$ cat config.mk
export PLATFORM = sky130hd
export DESIGN_NAME = vga_pong_renderer
export DESIGN_NICKNAME = d
export VERILOG_FILES = /design/src/rtl/vga_game_pkg.sv /design/src/rtl/vga_ball_physics.sv /design/src/rtl/vga_pong_renderer.sv
export SDC_FILE = /design/constraint.sdc
export NUM_CORES = 1
export LEC_CHECK = 0
export CAP_MARGIN = 20
export CORE_UTILIZATION = 53
export DETAILED_ROUTE_END_ITERATION = 16
export GPL_TIMING_DRIVEN = 0
export HOLD_SLACK_MARGIN = 0.15
export PLACE_DENSITY = 0.75
export SYNTH_ARGS = -nofsm -noshare
export SYNTH_HDL_FRONTEND = slang
export SYNTH_SLANG_ARGS = --single-unit
export TNS_END_PERCENT = 10
$ cat constraint.sdc
create_clock -name clk75MHz -period 3.88 [get_ports clk75MHz]
set_input_delay 0.776 -clock clk75MHz [delete_from_list [all_inputs] [get_ports clk75MHz]]
set_output_delay 0.776 -clock clk75MHz [all_outputs]
set_load 0.05 [all_outputs]
$ cat src/rtl/vga_game_pkg.sv
`default_nettype none
// ============================================================================
// Package : vga_game_pkg
// Brief   : Shared constants for the pong renderer: active area, VGA_Ctrl
//           bus field positions, game state encoding and 12-bit colours.
// Rev     : 1.0 - initial release
// ============================================================================
package vga_game_pkg;

    // Active display area of the 1024x768 timing bus
    localparam int H_ACTIVE = 1024;
    localparam int V_ACTIVE = 768;

    // VGA_Ctrl bit-field positions: {visible, vs, hs, PixY, PixX, clk}
    localparam int BUS_VIS_BIT = 24;
    localparam int BUS_VS_BIT  = 23;
    localparam int BUS_HS_BIT  = 22;
    localparam int BUS_Y_MSB   = 21;
    localparam int BUS_Y_LSB   = 12;
    localparam int BUS_X_MSB   = 11;
    localparam int BUS_X_LSB   = 1;
    localparam int BUS_CLK_BIT = 0;

    // Game state encoding, visible on the game_state port
    typedef logic [1:0] game_state_t;
    localparam game_state_t ST_IDLE = 2'b00;
    localparam game_state_t ST_PLAY = 2'b01;
    localparam game_state_t ST_MISS = 2'b10;

    // 4:4:4 colours packed as {r, g, b}
    typedef logic [11:0] rgb_t;
    localparam rgb_t COL_BLANK   = 12'h000;
    localparam rgb_t COL_BALL    = 12'hFFF;
    localparam rgb_t COL_PADDLE  = 12'h0F0;
    localparam rgb_t COL_BG_PLAY = 12'h002;
    localparam rgb_t COL_BG_MISS = 12'h400;
    localparam rgb_t COL_BORDER  = 12'hAAA;

endpackage : vga_game_pkg
`default_nettype wire

$ cat src/rtl/vga_ball_physics.sv
`default_nettype none
// ============================================================================
// Module : vga_ball_physics
// Brief  : Per-frame game update: paddle movement, ball motion with wall,
//          ceiling and paddle bounces, miss detection and the
//          IDLE/PLAY/MISS state machine. Everything advances only on tick.
// Rev    : 1.0 - initial release
// ============================================================================
module vga_ball_physics
    import vga_game_pkg::*;
#(
    parameter int BALL_SIZE    = 16,
    parameter int PADDLE_W     = 128,
    parameter int PADDLE_Y     = 720,
    parameter int BALL_SPEED   = 4,
    parameter int PADDLE_SPEED = 8,
    parameter int MISS_FRAMES  = 60
) (
    input  logic        clk75MHz,
    input  logic        rst_n,
    input  logic        tick,
    input  logic        btn_left,
    input  logic        btn_right,
    input  logic        btn_start,
    output logic [10:0] ball_x,
    output logic [10:0] ball_y,
    output logic [10:0] paddle_x,
    output logic [3:0]  miss_cnt,
    output game_state_t game_state
);

    localparam logic [10:0] BSZ          = 11'(BALL_SIZE);
    localparam logic [10:0] SPD          = 11'(BALL_SPEED);
    localparam logic [10:0] PSPD         = 11'(PADDLE_SPEED);
    localparam logic [10:0] PW           = 11'(PADDLE_W);
    localparam logic [10:0] PY           = 11'(PADDLE_Y);
    localparam logic [10:0] V_LIM        = 11'(V_ACTIVE);
    localparam logic [10:0] BALL_X_MAX   = 11'(H_ACTIVE - BALL_SIZE);
    localparam logic [10:0] BALL_X_HOME  = 11'((H_ACTIVE - BALL_SIZE) / 2);
    localparam logic [10:0] BALL_Y_HOME  = 11'((V_ACTIVE - BALL_SIZE) / 2);
    localparam logic [10:0] BALL_Y_REST  = 11'(PADDLE_Y - BALL_SIZE);
    localparam logic [10:0] PADDLE_HOME  = 11'((H_ACTIVE - PADDLE_W) / 2);
    localparam logic [10:0] PADDLE_X_MAX = 11'(H_ACTIVE - PADDLE_W);
    localparam int          CNT_W        = (MISS_FRAMES > 1) ? $clog2(MISS_FRAMES) : 1;
    localparam logic [CNT_W-1:0] MISS_LAST = CNT_W'(MISS_FRAMES - 1);

    game_state_t       state;
    game_state_t       state_next;
    logic              dx_pos;          // 1: moving right
    logic              dy_pos;          // 1: moving down
    logic              dx_pos_next;
    logic              dy_pos_next;
    logic [10:0]       ball_x_next;
    logic [10:0]       ball_y_next;
    logic [10:0]       paddle_x_next;
    logic [3:0]        miss_cnt_next;
    logic [CNT_W-1:0]  miss_frames;
    logic [CNT_W-1:0]  miss_frames_next;
    logic [10:0]       ball_bottom_next;
    logic              paddle_overlap;
    logic              paddle_hit;
    logic              floor_miss;
    logic              miss_done;

    // Collision terms use the positions held before this tick's update
    assign ball_bottom_next = ball_y + BSZ + SPD;
    assign paddle_overlap   = ((ball_x + BSZ) > paddle_x) && (ball_x < (paddle_x + PW));
    assign paddle_hit       = dy_pos && (ball_bottom_next >= PY) && paddle_overlap;
    assign floor_miss       = dy_pos && !paddle_hit && (ball_bottom_next >= V_LIM);
    assign miss_done        = (miss_frames == MISS_LAST);

    // State register and game datapath registers
    always_ff @(posedge clk75MHz or negedge rst_n) begin
        if (!rst_n) begin
            state       <= ST_IDLE;
            ball_x      <= BALL_X_HOME;
            ball_y      <= BALL_Y_HOME;
            dx_pos      <= 1'b1;
            dy_pos      <= 1'b1;
            paddle_x    <= PADDLE_HOME;
            miss_cnt    <= 4'd0;
            miss_frames <= '0;
        end else begin
            state       <= state_next;
            ball_x      <= ball_x_next;
            ball_y      <= ball_y_next;
            dx_pos      <= dx_pos_next;
            dy_pos      <= dy_pos_next;
            paddle_x    <= paddle_x_next;
            miss_cnt    <= miss_cnt_next;
            miss_frames <= miss_frames_next;
        end
    end

    // Next-state logic: transitions only happen on the frame tick
    always_comb begin
        state_next = state;
        if (tick) begin
            case (state)
                ST_IDLE: if (btn_start)  state_next = ST_PLAY;
                ST_PLAY: if (floor_miss) state_next = ST_MISS;
                ST_MISS: if (miss_done)  state_next = ST_IDLE;
                default:                 state_next = ST_IDLE;
            endcase
        end
    end

    // Ball, paddle and counter updates for the coming frame
    always_comb begin
        ball_x_next      = ball_x;
        ball_y_next      = ball_y;
        dx_pos_next      = dx_pos;
        dy_pos_next      = dy_pos;
        paddle_x_next    = paddle_x;
        miss_cnt_next    = miss_cnt;
        miss_frames_next = miss_frames;
        if (tick) begin
            // Paddle moves in every state; pressing both buttons cancels out
            if (btn_left && !btn_right) begin
                paddle_x_next = (paddle_x < PSPD) ? 11'd0 : paddle_x - PSPD;
            end else if (btn_right && !btn_left) begin
                paddle_x_next = ((paddle_x + PSPD) > PADDLE_X_MAX) ? PADDLE_X_MAX : paddle_x + PSPD;
            end

            case (state)
                ST_PLAY: begin
                    // Horizontal axis: clamp to the wall and reverse
                    if (dx_pos) begin
                        if ((ball_x + SPD) >= BALL_X_MAX) begin
                            ball_x_next = BALL_X_MAX;
                            dx_pos_next = 1'b0;
                        end else begin
                            ball_x_next = ball_x + SPD;
                        end
                    end else if (ball_x < SPD) begin
                        ball_x_next = 11'd0;
                        dx_pos_next = 1'b1;
                    end else begin
                        ball_x_next = ball_x - SPD;
                    end

                    // Vertical axis: ceiling bounce, paddle bounce or miss;
                    // on a miss the ball stays where it was for the MISS screen
                    if (!dy_pos) begin
                        if (ball_y < SPD) begin
                            ball_y_next = 11'd0;
                            dy_pos_next = 1'b1;
                        end else begin
                            ball_y_next = ball_y - SPD;
                        end
                    end else if (paddle_hit) begin
                        ball_y_next = BALL_Y_REST;
                        dy_pos_next = 1'b0;
                    end else if (floor_miss) begin
                        miss_cnt_next = (miss_cnt == 4'hF) ? 4'hF : miss_cnt + 4'd1;
                    end else begin
                        ball_y_next = ball_y + SPD;
                    end
                end
                ST_MISS: begin
                    if (miss_done) begin
                        ball_x_next      = BALL_X_HOME;
                        ball_y_next      = BALL_Y_HOME;
                        dx_pos_next      = 1'b1;
                        dy_pos_next      = 1'b1;
                        miss_frames_next = '0;
                    end else begin
                        miss_frames_next = miss_frames + 1'b1;
                    end
                end
                default: begin
                    ball_x_next = BALL_X_HOME;
                    ball_y_next = BALL_Y_HOME;
                end
            endcase
        end
    end

    // State output
    always_comb begin
        game_state = state;
    end

endmodule : vga_ball_physics
`default_nettype wire

$ cat src/rtl/vga_pong_renderer.sv
`default_nettype none
// ============================================================================
// Module : vga_pong_renderer
// Brief  : Single-player pong on the 1024x768 VGA_Ctrl timing bus. Derives the
//          frame tick, runs the game physics and renders ball / paddle /
//          background through one register stage, re-timing hsync/vsync
//          alongside the colour.
//          Optional: define VGA_BORDER_EN to draw a 4-pixel AAA frame border.
// Rev    : 1.0 - initial release
// ============================================================================
module vga_pong_renderer
    import vga_game_pkg::*;
#(
    parameter int BALL_SIZE    = 16,
    parameter int PADDLE_W     = 128,
    parameter int PADDLE_H     = 16,
    parameter int PADDLE_Y     = 720,
    parameter int BALL_SPEED   = 4,
    parameter int PADDLE_SPEED = 8,
    parameter int MISS_FRAMES  = 60
) (
    input  logic        clk75MHz,
    input  logic        rst_n,
    input  logic [24:0] VGA_Ctrl,
    input  logic        btn_left,
    input  logic        btn_right,
    input  logic        btn_start,
    output logic [3:0]  vga_r,
    output logic [3:0]  vga_g,
    output logic [3:0]  vga_b,
    output logic        vga_hs,
    output logic        vga_vs,
    output logic [3:0]  miss_cnt,
    output logic [1:0]  game_state
);

    localparam logic [10:0] BSZ   = 11'(BALL_SIZE);
    localparam logic [10:0] PW    = 11'(PADDLE_W);
    localparam logic [10:0] PY    = 11'(PADDLE_Y);
    localparam logic [10:0] PY_END = 11'(PADDLE_Y + PADDLE_H);

    logic        bus_visible;
    logic        bus_vs;
    logic        bus_hs;
    logic [9:0]  pix_y;
    logic [10:0] pix_x;
    logic [10:0] pix_y_ext;
    logic        unused_bus_clk;   // bus clock copy is not needed here
    logic        frame_tick;
    logic [10:0] ball_x;
    logic [10:0] ball_y;
    logic [10:0] paddle_x;
    logic        on_ball;
    logic        on_paddle;
    rgb_t        pixel_colour;

    assign bus_visible    = VGA_Ctrl[BUS_VIS_BIT];
    assign bus_vs         = VGA_Ctrl[BUS_VS_BIT];
    assign bus_hs         = VGA_Ctrl[BUS_HS_BIT];
    assign pix_y          = VGA_Ctrl[BUS_Y_MSB:BUS_Y_LSB];
    assign pix_x          = VGA_Ctrl[BUS_X_MSB:BUS_X_LSB];
    assign unused_bus_clk = VGA_Ctrl[BUS_CLK_BIT];
    assign pix_y_ext      = {1'b0, pix_y};

    // First pixel of the first blanking line marks the once-per-frame update
    assign frame_tick = (pix_x == 11'd0) && (pix_y == 10'(V_ACTIVE));

    vga_ball_physics #(
        .BALL_SIZE    (BALL_SIZE),
        .PADDLE_W     (PADDLE_W),
        .PADDLE_Y     (PADDLE_Y),
        .BALL_SPEED   (BALL_SPEED),
        .PADDLE_SPEED (PADDLE_SPEED),
        .MISS_FRAMES  (MISS_FRAMES)
    ) u_physics (
        .clk75MHz   (clk75MHz),
        .rst_n      (rst_n),
        .tick       (frame_tick),
        .btn_left   (btn_left),
        .btn_right  (btn_right),
        .btn_start  (btn_start),
        .ball_x     (ball_x),
        .ball_y     (ball_y),
        .paddle_x   (paddle_x),
        .miss_cnt   (miss_cnt),
        .game_state (game_state)
    );

    assign on_ball   = (pix_x >= ball_x) && (pix_x < (ball_x + BSZ)) &&
                       (pix_y_ext >= ball_y) && (pix_y_ext < (ball_y + BSZ));
    assign on_paddle = (pix_x >= paddle_x) && (pix_x < (paddle_x + PW)) &&
                       (pix_y_ext >= PY) && (pix_y_ext < PY_END);

`ifdef VGA_BORDER_EN
    logic on_border;
    assign on_border = (pix_x < 11'd4) || (pix_x >= 11'(H_ACTIVE - 4)) ||
                       (pix_y < 10'd4) || (pix_y >= 10'(V_ACTIVE - 4));
`endif

    // Colour selection: ball over paddle over (border) over background
    always_comb begin
        pixel_colour = COL_BLANK;
        if (bus_visible) begin
            if (on_ball) begin
                pixel_colour = COL_BALL;
            end else if (on_paddle) begin
                pixel_colour = COL_PADDLE;
`ifdef VGA_BORDER_EN
            end else if (on_border) begin
                pixel_colour = COL_BORDER;
`endif
            end else if (game_state == ST_MISS) begin
                pixel_colour = COL_BG_MISS;
            end else begin
                pixel_colour = COL_BG_PLAY;
            end
        end
    end

    // Output stage: colour and syncs registered together so they stay aligned
    always_ff @(posedge clk75MHz or negedge rst_n) begin
        if (!rst_n) begin
            vga_r  <= 4'h0;
            vga_g  <= 4'h0;
            vga_b  <= 4'h0;
            vga_hs <= 1'b1;
            vga_vs <= 1'b1;
        end else begin
            {vga_r, vga_g, vga_b} <= pixel_colour;
            vga_hs                <= bus_hs;
            vga_vs                <= bus_vs;
        end
    end

endmodule : vga_pong_renderer
`default_nettype wire

# After elaboration in Yosys (flattened, before gate mapping)
# Index checks and enable logic that the tools add are counted.
# totals
out_inout_bits	20
input_bits	30
register_bits	61
elab_cells	114
# classes
n_mux	34
n_reduce_logical	28
magnitude_cmp	17
n_bitwise	1
n_eq_ne	9
n_addsub	12
# op_table
operator	n
$mux W11	15
$pmux W11 S2	2
$add A11 B3 Y11 const B	3
$ge A11 B10 Y1 const B	3
$lt A11 B11 Y1	3
$mux W12	2
$add A11 B5 Y11 const B	2
$ge A11 B11 Y1	2
$lt A11 B3 Y1 const B	2
$sub A11 B3 Y11 const B	2
$logic_and A1 B1 Y1	14
$add A11 B4 Y11 const B	1
$add A11 B8 Y11 const B	1
$ge A10 B11 Y1	1
$gt A11 B10 Y1 const B	1
$gt A11 B11 Y1	1
$logic_not A11 Y1	1
$lt A10 B11 Y1	1
$lt A11 B4 Y1 const B	1
$sub A11 B4 Y11 const B	1
$eq A10 B10 Y1 const B	1
$ge A10 B10 Y1 const B	1
$lt A10 B10 Y1 const B	1
$mux W1	7
other kinds (22)	32

# Depth between registers and ports, before layout
# logic_depth
depth_word	12
depth_mapped	13
mapped_depth_nobuf	12

# Modules after synthesis
# Synthesis repeated with hierarchy kept, for this count alone.
# hier_totals
cells_unflattened	684
area_unflattened_um2	5500.3
# by_module_without_submodules
mod	area_per_inst_um2	seq_area_each_um2	instances	cells_per_inst
vga_ball_physics	3714.8	1021.0	1	464
vga_pong_renderer	1785.5	152.6	1	220

# Worst setup path after synthesis
# Ideal clock, no wire load.
# synth_path
path_type	register to register
start	reg u_physics.ball_x[4]
end	reg u_physics.ball_y[3]
period_less_slack_ns	3.764
setup_ns	0.089
arrival_ns	3.675
path_buffers	2
required_ns	3.791
stages_incl_launch_ff	14
slack_ns	0.116
path_cell_list	dfstp_2 buf_1 inv_1 or4_1 xnor2_1 ha_1 nand4_1 nor3_1 a2111o_1 o41ai_4 o41ai_4 buf_6 a2111oi_2 a21oi_1
# synth_between
elab_chain_len	9
elab_cells_between_ends	13
cone_classes	1 x add/sub; 2 x order compare; 1 x eq/ne; 3 x mux; 6 x reduce/logical
# synth_lines
item	line	rtl
start: declaration	vga_ball_physics.sv:25	output logic [10:0] ball_x,
start signal: assignment	vga_ball_physics.sv:85	ball_x <= ball_x_next;
$add A11 B5 Y11	vga_ball_physics.sv:67	assign paddle_overlap = ((ball_x + BSZ) > paddle_x) && (ball_x < (paddle_x + PW));
$gt A11 B11 Y1	vga_ball_physics.sv:67	
$logic_and A1 B1 Y1 (*)	vga_ball_physics.sv:67	
$logic_and A1 B1 Y1 (*)	vga_ball_physics.sv:68	assign paddle_hit = dy_pos && (ball_bottom_next >= PY) && paddle_overlap;
$logic_not A1 Y1	vga_ball_physics.sv:69	assign floor_miss = dy_pos && !paddle_hit && (ball_bottom_next >= V_LIM);
$logic_and A1 B1 Y1 (2 in a row)	vga_ball_physics.sv:69	
$ne A4 B4 Y1 (no line)	-	
$reduce_and A3 Y1 (no line)	-	
end signal: assignment	vga_ball_physics.sv:86	ball_y <= ball_y_next;
end: declaration	vga_ball_physics.sv:26	output logic [10:0] ball_y,
# Mark *: on every way between the ends. The rest lies on a longest branch, timed or not.
# A chain may end at the register's enable or synchronous reset.

# Worst setup path after layout
# layout_path
start	reg u_physics.ball_x[8]
end	reg u_physics.ball_y[3]
# The elaborated chain is that of the path after synthesis.

==> impl_metrics.csv <==
group,metric,value,unit
status,status,"finished clean",
timing,period_share,0.965,
pwr,peakVddDrop,0.144,mV
route,drc_errors,0,
clocking,clk_pin_slew,110,ps
timing,fin_crit,3740,ps
timing,skew,8.42,ps
synth,synth_area_leader_cell,"ha_1",
synth,ys.flop_type,"dfrtp_1",
worst_setup_path,cp.required,4120,ps
synth,ys_types,82,
timing,rsz0062_at_grt,"yes",
synth,synth.most_common_cell,"ha_1",
route,drt_wl_total,14500,microns
floorplanning,rows,35,
synth,synthArstFlopShare,1.00,
placed_design,post-dp-hpwl,11300,microns
synth,yosysSeqAreaShare,0.226,
pwr,p_leak,2.58,nW
grt,antenna_found_initial,0,
timing,drv_slew,0,
layout,seqCellArea,0.00117,sq mm
clocking,hold_buffers,0,
layout,instances_no_fill,817,
clocking,clk_latency,310,ps
route,dr.pass1.iters,5,
timing,hold_violations,0,
grt,grt_pass1_vias,5045,
worst_setup_path,end_kind,"flop",
min_path,hold_class,"primary input to async pin",
layout,diodes,0,
pwr,powerDensity,156,mW/mm^2
timing,fmax,267,MHz
floorplanning,core_area,0.00937,sq mm
synth,synth_seq_cells,46,
timing,slew_headroom,0.412,
synth,synth_top_area_frac,0.176,
synth,synth-edff-count,0,
synth,synth.area.top_cells,"ha_1 (18%), dfrtp_1 (14%), dfstp_2 (9.1%), o21ai_0 (4.2%), a21oi_1 (3.7%)",
synth,syn-num-nets,732,
synth,yosysWarnings,0,
worst_setup_path,critPathMaxFanout,10,
worst_setup_path,critical_path_arrival,3990,ps
layout,final_nets,790,
worst_setup_path,crit_type,"flop to flop",
floorplanning,boundaryPins,50,
clocking,htree_levels,2,
run,drv_cap,0,
placed_design,globalplace.congestion,0.968,
synth,synth_area_per_cell,8.24,sq um
worst_setup_path,cp-start-kind,"flop",
timing,setup-violations-final,0,
synth,synth_cells,629,
worst_setup_path,reg2reg_depth,14,
timing,setup_tns,0,ps
grt,grt_pass1_wl,24200,microns
layout,drive_above_1_share,0.119,
layout,fillers,856,
clocking,root_buffer,"clkbuf_8",
route,drt_iter0_drc,386,
layout,synthToLayoutAreaGrowth,16.1,%
clocking,clk_path_buf_depth,2,
route,vias_per_cell,6.37,
clocking,clkSinkCount,46,
clocking,cts_buffers,5,
route,post_drt_wl_per_cell,17.8,microns
synth,synth_area,0.00518,sq mm
floorplanning,die_width,101,microns
timing,worst_slew_pin_slew,876,ps
layout,multi_input_area,0.00370,sq mm
synth,synthTopCellsByCount,"ha_1 (73), nand2_1 (47), inv_1 (43), o21ai_0 (43)",
floorplanning,dieArea,0.0102,sq mm
grt,grt_overflow,0,
route,num_vias,5208,
floorplanning,start_util,0.553,
floorplanning,die_h,101,microns
placed_design,dp.cells,807,
grt,grt_max_degree,37,
grt,gr-usage-all-layers,0.296,
placed_design,io_buffers,48,
route,ant_nets,0,
clocking,cts_tree,"built",
## cell families after synthesis
group / after synthesis / share of synthesized area
xor+xnor: 20 / 0.0338
fa+ha+maj: 73 / 0.176
mux: 7 / 0.0150
simple gates: 202 / 0.202
flops: 46 / 0.226
buf+inv: 80 / 0.0700
compound gates: 201 / 0.276
## sequential cells by signal, summed over array words and instances, names as in the netlist
name and cells:
vga_g 1, u_physics.miss_cnt 4, vga_b 2, u_physics.dx_pos 1
u_physics.dy_pos 1, u_physics.game_state 2, u_physics.miss_frames 6, u_physics.ball_x 9
u_physics.paddle_x 8, vga_hs 1, u_physics.ball_y 9, vga_vs 1
vga_r 1
## path summary, 6_finish.rpt
kind | endpoint | start | slack, ps
min in group clk75MHz | u_physics.miss_frames[5] | u_physics.miss_frames[5] | 530
worst max-delay path | u_physics.ball_y[3] | u_physics.ball_x[8] | 140
worst max register to register | u_physics.ball_y[3] | u_physics.ball_x[8] | 140
worst min-delay path | vga_b[1] | rst_n | 330
max in group asynchronous | u_physics.ball_x[8] | rst_n | 2990
worst min register to register | u_physics.miss_frames[5] | u_physics.miss_frames[5] | 530
## worst max-delay path, cell delays in order (launching register included)
cell	delay, ps
dfstp_2	550
clkbuf_4	190
inv_1	100
or4_4	580
xnor2_4	180
ha_4	230
nand4_1	100
nor3_1	80
a2111o_1	400
o41ai_4	350
buf_4	190
o41ai_4	100
buf_6	170
a2111oi_2	360
a21oi_1	70
## area by class of cell
cell class,instances,share of cell area
Multi-Input combinational cell,503,0.615
Sequential cell,46,0.195
Timing Repair Buffer,54,0.0885
Buffer,32,0.0316
Inverter,45,0.0281
Tap cell,129,0.0268
Clock buffer,5,0.0114
Clock inverter,3,0.00374
## metrics by stage
step                instance area (sq um)   util  hold slack [ps]  total power (W)  setup WS (ps)
floorplan                            5180      -              465         0.000548            116
global placement                     5830  0.622              487         0.000613           -340
detailed placement                   5840  0.623              504         0.000619           -352
CTS                                  5980  0.638              342         0.000949           30.9
global route                         6020  0.642              351         0.000974          -17.0
finish                               6020  0.642              328         0.000939            136
## per-layer routing
metal | share of wire | vias up | GRT usage
li1 | - | 2470 | -
met1 | 0.45 | 2475 | 0.384
met2 | 0.48 | 224 | 0.516
met3 | 0.055 | 39 | 0.0347
met4 | 0.021 | 0 | 0.0836
met5 | 0 | - | 0
## power by group
part / internal (W) / total, W / switching (W)
Combinational: 0.0000581 / 0.000127 / 0.0000685
Sequential: 0.000483 / 0.000484 / 0.000000900
Clock: 0.000131 / 0.000329 / 0.000198
Total: 0.000672 / 0.000939 / 0.000267
## layout by cell type (no fill, tap or decap), types with 6 or more instances in the layout
| cell type | n |
|---|---|
| dfstp_2 | 18 |
| o31ai_1 | 11 |
| inv_1 | 43 |
| o21a_1 | 13 |
| nand2_1 | 47 |
| nor2_1 | 38 |
| clkbuf_1 | 12 |
| o22ai_1 | 6 |
| or3_1 | 7 |
| nand2b_1 | 6 |
| o21ai_0 | 43 |
| a21oi_1 | 38 |
| and3_1 | 9 |
| nand3_1 | 20 |
| a211oi_1 | 9 |
| clkdlybuf4s50_1 | 47 |
| dfrtp_1 | 28 |
| a21o_1 | 7 |
| a31oi_1 | 10 |
| nor3_1 | 26 |
| xnor2_1 | 18 |
| nand4_1 | 8 |
| o211ai_1 | 7 |
| buf_4 | 17 |
| nor4_1 | 9 |
| ha_1 | 72 |
## repair_timing
item | 4_1_cts | 5_1_grt
setup endpoints to repair | 15 | 18
pin swaps | 2 | 3
resized for setup | 8 | 3
buffers inserted | 3 | 2
No activity file was read; power rests on OpenSTA's default activity.
